--- src/rtl/ahb5_tb_pkg.sv ---
// ahb5_tb_pkg: shared AHB5/APB4 constants, scoreboard entry type and helpers
package ahb5_tb_pkg;
  localparam logic [1:0] HTRANS_IDLE = 2'b00;
  localparam logic [1:0] HTRANS_NONSEQ = 2'b10;
  localparam logic [2:0] HBURST_SINGLE = 3'b000;
  localparam logic [31:0] LFSR_POLY = 32'h8020_0003;
  typedef enum logic [2:0] {HSIZE_BYTE = 3'd0, HSIZE_HALF = 3'd1, HSIZE_WORD = 3'd2} hsize_e;
  typedef logic [2:0] state_t;
  localparam state_t S_IDLE = 3'd0;
  localparam state_t S_ADDR = 3'd1;
  localparam state_t S_DATA = 3'd2;
  localparam state_t S_STALL = 3'd3;
  localparam state_t S_DRAIN = 3'd4;
  typedef struct packed {
    logic [31:0] addr;
    logic [31:0] wdata;
    logic        write;
    hsize_e      size;
  } sb_entry_t;
  function automatic logic [3:0] exp_strb(input logic write, input hsize_e size, input logic [1:0] a);
    return !write ? 4'b0000 : size == HSIZE_BYTE ? 4'b0001 << a : size == HSIZE_HALF ? 4'b0011 << a : 4'b1111;
  endfunction
  function automatic logic [31:0] lfsr_next(input logic [31:0] v);
    return v[0] ? (v >> 1) ^ LFSR_POLY : v >> 1;
  endfunction
  function automatic logic [31:0] bitrev(input logic [31:0] v);
    for (int i = 0; i < 32; i++) bitrev[i] = v[31-i];
  endfunction
endpackage

--- src/rtl/ahb5_rand_txn_gen_chk_sb_fifo.sv ---
// sb_fifo: synchronous scoreboard FIFO; simultaneous push and pop allowed even when full
module sb_fifo
  import ahb5_tb_pkg::*;
#(
  parameter int  DEPTH = 8,
  parameter type T     = sb_entry_t
) (
  input  logic                     HCLK,
  input  logic                     HRESETn,
  input  logic                     push_i,
  input  logic                     pop_i,
  input  T                         din_i,
  output T                         dout_o,
  output logic                     full_o,
  output logic                     empty_o,
  output logic [$clog2(DEPTH):0]   count_o
);
  localparam int AW = $clog2(DEPTH);
  T mem_q [DEPTH];
  logic [AW-1:0] wp_q, rp_q;
  logic [AW:0] cnt_q;
  logic wr, rd;
  assign rd = pop_i && !empty_o;
  assign wr = push_i && (!full_o || rd);
  assign full_o = cnt_q == (AW+1)'(DEPTH);
  assign empty_o = cnt_q == '0;
  assign count_o = cnt_q;
  assign dout_o = mem_q[rp_q];
  // pointers and occupancy, flushed by reset
  always_ff @(posedge HCLK or negedge HRESETn)
    if (!HRESETn) begin
      wp_q <= '0;
      rp_q <= '0;
      cnt_q <= '0;
    end else begin
      if (wr) wp_q <= wp_q + 1'b1;
      if (rd) rp_q <= rp_q + 1'b1;
      cnt_q <= cnt_q + (AW+1)'(wr) - (AW+1)'(rd);
    end
  // entry storage; contents behind the pointers are don't-care
  always_ff @(posedge HCLK)
    if (wr) mem_q[wp_q] <= din_i;
endmodule

--- config.mk ---
export PLATFORM = sky130hd
export DESIGN_NAME = sb_fifo
export DESIGN_NICKNAME = d
export VERILOG_FILES = /design/src/rtl/ahb5_tb_pkg.sv /design/src/rtl/ahb5_rand_txn_gen_chk_sb_fifo.sv
export SDC_FILE = /design/constraint.sdc
export NUM_CORES = 1
export LEC_CHECK = 0
export CAP_MARGIN = 0
export CORE_ASPECT_RATIO = 0.75
export CORE_MARGIN = 5
export CORE_UTILIZATION = 55
export CTS_CLUSTER_SIZE = 12
export DETAILED_ROUTE_END_ITERATION = 6
export PLACE_DENSITY = 0.86
export SLEW_MARGIN = 15
export SYNTH_ARGS = -nofsm -noshare
export SYNTH_HDL_FRONTEND = slang
export SYNTH_SLANG_ARGS = --single-unit
export TNS_END_PERCENT = 20
--- constraint.sdc ---
create_clock -name HCLK -period 10.7 [get_ports HCLK]
set_input_delay 2.675 -clock HCLK [delete_from_list [all_inputs] [get_ports HCLK]]
set_output_delay 2.675 -clock HCLK [all_outputs]
set_load 0.005 [all_outputs]
==> impl_metrics.py <==
metrics = {
    "yosys": {
        "postSynthCellCount": 846,
        "post_synthesis_sequential_element_count": 554,
        "synth.yosys.seq_area_share_pct": 78.9,
        "synth_cell_type_count": 28,
        "yosysWarnings": 0,
        "synth_nets": 926,
        "netlist_area_um2": 21000,
        "synth.avg_cell_area_um2": 24.9,
    },
    "sta": {
        "timing.max_slew.rel_slack_pct": 28.5,
        "tightestPinTransition_ns": 1.07,
        "grt_setup_unrepaired": "false",
        "fin_crit_ns": 6.61,
        "hold_viol": 0,
        "setup-violations-final": 0,
        "finalWorstSetupSlack_ns": 4.09,
        "fin_tns_setup_ns": 0,
        "min_period_over_period_pct": 61.7,
        "timing.final.max_slew_violations": 0,
        "max_freq_mhz": 151,
        "skew_ns": 0.00691,
    },
    "worst_hold_path": {
        "terminating_pin_of_the_worst_hold_path": "wp_q[2]",
        "holdCritStartpoint": "wp_q[2]",
        "worstHoldPathType": "flip-flop to flip-flop",
        "whs_path_depth": 1,
    },
    "setup_path": {
        "r2r-start": "count_o[2]",
        "timing.critical_path.to_type": "output pin",
        "setup_crit_path_kind": "flip-flop to output pin",
        "worst_path_largest_cell_delay_ns": 1.01,
        "crit_path_cell_trace": "buf_4 -> mux4_2 -> mux2_2 -> clkdlybuf4s50_1",
        "crit_arrival_ns": 3.93,
        "rr_worst_depth": 7,
        "worst-path-max-fanout": 52,
        "ff2ff_setup_slack_ns": 7.74,
        "worst_path_max_delay_cell": "sky130_fd_sc_hd__dfrtp_4",
        "worst_setup_path_start_kind": "flip-flop",
        "worst_ep_required_time_ns": 8.03,
        "critical_r2r_capture": "mem_q[2][18]",
    },
    "placement": {
        "placement.setup.worst_slack_ns": 4.59,
        "placed_cell_area_um2": 23100,
        "globalplace.congestion": 0.699,
        "port_buffers": 145,
        "post-dp-hpwl_um": 20700,
    },
    "clocking": {
        "path_clk_slew_ns": 0.06,
        "insertion_delay_ns": 0.55,
        "h-tree-depth": 2,
        "clk_path_buf_depth": 3,
        "cts_tree": "yes",
        "cts-buffers-inserted": 53,
        "cts.repair.resized": 0,
        "cts_sinks": 554,
        "cts-root-buf": "sky130_fd_sc_hd__clkbuf_16",
        "hold_buffers": 0,
        "post_cts_repair_setup_buffers": 0,
    },
    "pwr": {
        "cellPowerDensity_nw_per_um2": 266,
        "total_leakage_power_nw": 7.72,
        "clock_network_fraction_of_design_power_pct": 24.3,
        "switching_share_pct": 26.3,
        "netSwitchingPower_w": 0.00171,
        "cellInternalPower_w": 0.00479,
        "combPwrFrac_pct": 30.4,
        "ir_drop_v": 0.000173,
        "power.sequential.fraction_pct": 45.3,
    },
    "grt": {
        "grtUsageMet2_pct": 31.7,
        "grt.total_usage_pct": 18.5,
        "gr_util_met1_pct": 25.2,
        "global_route.peak_usage_layer": "met2",
        "pin_count_of_the_biggest_net_entering_global_routing": 78,
        "grt_pass1_wl_um": 59200,
        "antenna_violations_before_repair": 5,
        "globalRouteOverflowTotal": 0,
        "first_global_vias": 9734,
        "use_met3_pct": 4.22,
    },
    "job": {
        "drv_cap": 0,
    },
    "route": {
        "vias": 9062,
        "wl_per_cell_um": 25.2,
        "total_wire_length_after_detailed_routing_um": 39100,
        "drt_drc_violations_left": 0,
        "drtIter0Drc": 774,
        "drtPass1Iterations": 5,
        "detailed_route_vias_per_instance": 5.85,
        "postRouteAntennaNets": 0,
    },
    "finish": {
        "area.growth.synth_to_final_pct": 16.3,
        "antennaDiodeCount": 0,
        "final_area_um2": 24500,
        "num-fill-cells": 2438,
        "design.final.nets": 1108,
        "post_route_cells_drive_above_1_share_pct": 28.4,
    },
    "die": {
        "design.portCount": 146,
        "core_footprint_um2": 38000,
        "start_util_pct": 55.3,
        "die_w_um": 236,
        "floorplan.die.height_um": 179,
        "placement_rows": 62,
        "floorplan.die_area_um2": 42300,
    },
    "status": {
        "status": "completed",
    },
}
==> routing by layer <==
| layer | vias to the layer above | wire length, um | share of wire, % |
|---|---|---|---|
| met3 | 54 | 2270 | 5.8 |
| met5 | - | 64 | 0.16 |
| met1 | 4822 | 16000 | 41 |
| li1 | 3949 | - | - |
| met4 | 10 | 629 | 1.6 |
| met2 | 227 | 20200 | 52 |
==> critical path, delay by kind of cell, from the launching register on <==
family | cells | cell delay (ns)
buffers and inverters | 2 | 1.31
DFF | 1 | 1.01
muxes | 2 | 0.94
==> layout by cell type, fill, tap and decap left out <==
cell,n
sky130_fd_sc_hd__a21o_1,1
sky130_fd_sc_hd__a21oi_1,1
sky130_fd_sc_hd__buf_4,20
sky130_fd_sc_hd__clkbuf_1,8
sky130_fd_sc_hd__clkbuf_16,53
sky130_fd_sc_hd__clkdlybuf4s50_1,145
sky130_fd_sc_hd__clkinv_1,1
sky130_fd_sc_hd__clkinv_2,2
sky130_fd_sc_hd__clkinv_4,1
sky130_fd_sc_hd__dfrtp_1,7
sky130_fd_sc_hd__dfrtp_4,3
sky130_fd_sc_hd__edfxtp_1,544
sky130_fd_sc_hd__fa_1,1
sky130_fd_sc_hd__ha_1,7
sky130_fd_sc_hd__inv_1,6
sky130_fd_sc_hd__mux2_2,70
sky130_fd_sc_hd__mux2i_1,1
sky130_fd_sc_hd__mux4_2,136
sky130_fd_sc_hd__nand2_1,4
sky130_fd_sc_hd__nand2b_1,4
sky130_fd_sc_hd__nor2_1,3
sky130_fd_sc_hd__nor2b_1,1
sky130_fd_sc_hd__nor3_2,6
sky130_fd_sc_hd__nor3b_1,1
sky130_fd_sc_hd__nor4_2,2
sky130_fd_sc_hd__o211ai_1,1
sky130_fd_sc_hd__o21ai_0,1
sky130_fd_sc_hd__or2_2,1
sky130_fd_sc_hd__or3b_2,1
sky130_fd_sc_hd__xnor2_1,4
sky130_fd_sc_hd__xor2_1,2
==> per-stage QoR <==
stage	utilization [%]	power, W	hold WS, ns	std cells
2_1_floorplan	-	0.00420	0.460	846
3_3_place_gp	60.7	0.00495	0.479	1485
3_5_place_dp	60.7	0.00500	0.483	1485
4_1_cts	64.3	0.00660	0.494	1550
5_1_grt	64.3	0.00681	0.502	1550
6_report	64.3	0.00650	0.494	1550
==> synth_stat cells, drive strengths merged <==
| library cell | n | area share, % |
|---|---|---|
| a21oi | 1 | 0.024 |
| fa | 1 | 0.095 |
| xnor2 | 4 | 0.17 |
| mux4 | 136 | 15 |
| or2 | 1 | 0.030 |
| buf | 30 | 1.1 |
| clkbuf | 8 | 0.14 |
| o211ai | 1 | 0.036 |
| nor3 | 6 | 0.14 |
| a21o | 1 | 0.036 |
| o21ai | 1 | 0.024 |
| mux2 | 70 | 3.7 |
| nand2b | 4 | 0.12 |
| nor2b | 1 | 0.030 |
| mux2i | 1 | 0.048 |
| ha | 7 | 0.42 |
| nand2 | 4 | 0.071 |
| dfrtp | 10 | 1.2 |
| or3b | 1 | 0.042 |
| nor2 | 3 | 0.054 |
| inv | 6 | 0.11 |
| nor3b | 1 | 0.036 |
| xor2 | 2 | 0.083 |
| edfxtp | 544 | 78 |
| nor4 | 2 | 0.059 |
==> logic make-up (layout without fill, tap and decap cells) <==
logic type	Yosys count	in the layout	synth area share [%]
and+or+nand+nor	23	23	0.583
adders and majority gates	8	8	0.512
buffers and inverters	44	236	1.32
xor gates and xnor gates	6	6	0.250
DFF	554	554	78.9
AOI/OAI and AO/OA	4	4	0.119
muxes	207	207	18.4
==> flip-flops by register name, summed over array words and instances, names as in the netlist <==
register  flops
count_o       4
rp_q          3
wp_q          3
mem_q       544
==> power by group through the flow <==
stage	combinational, W	clock (W)	sequential (W)
detailed placement	0.00201	0	0.00299
global route	0.00212	0.00171	0.00298
floorplan	0.00132	0	0.00288
global placement	0.00199	0	0.00297
CTS	0.00203	0.00162	0.00295
finish	0.00198	0.00158	0.00294
==> final cells by class <==
class | count | area, um2 | share of cell area [%]
clock buffers | 61 | 1360 | 5.55
clock inverters | 4 | 22.5 | 0.0921
inverters | 6 | 22.5 | 0.0921
multi-input cells | 248 | 4210 | 17.2
flip-flops and latches | 554 | 16600 | 67.9
well taps | 512 | 641 | 2.62
repair buffers | 165 | 1600 | 6.55
==> worst max path at each step <==
stage | startpoint | slack, ns | end
2_1_floorplan | pop_i | 0.58 | mem_q[0][0]
3_3_place_gp | rp_q[1] | 4.63 | dout_o[7]
3_5_place_dp | rp_q[1] | 4.59 | dout_o[22]
4_1_cts | rp_q[1] | 3.96 | dout_o[35]
5_1_grt | rp_q[1] | 3.78 | dout_o[22]
6_report | rp_q[1] | 4.09 | dout_o[35]
(Power assumes the default switching activity.)
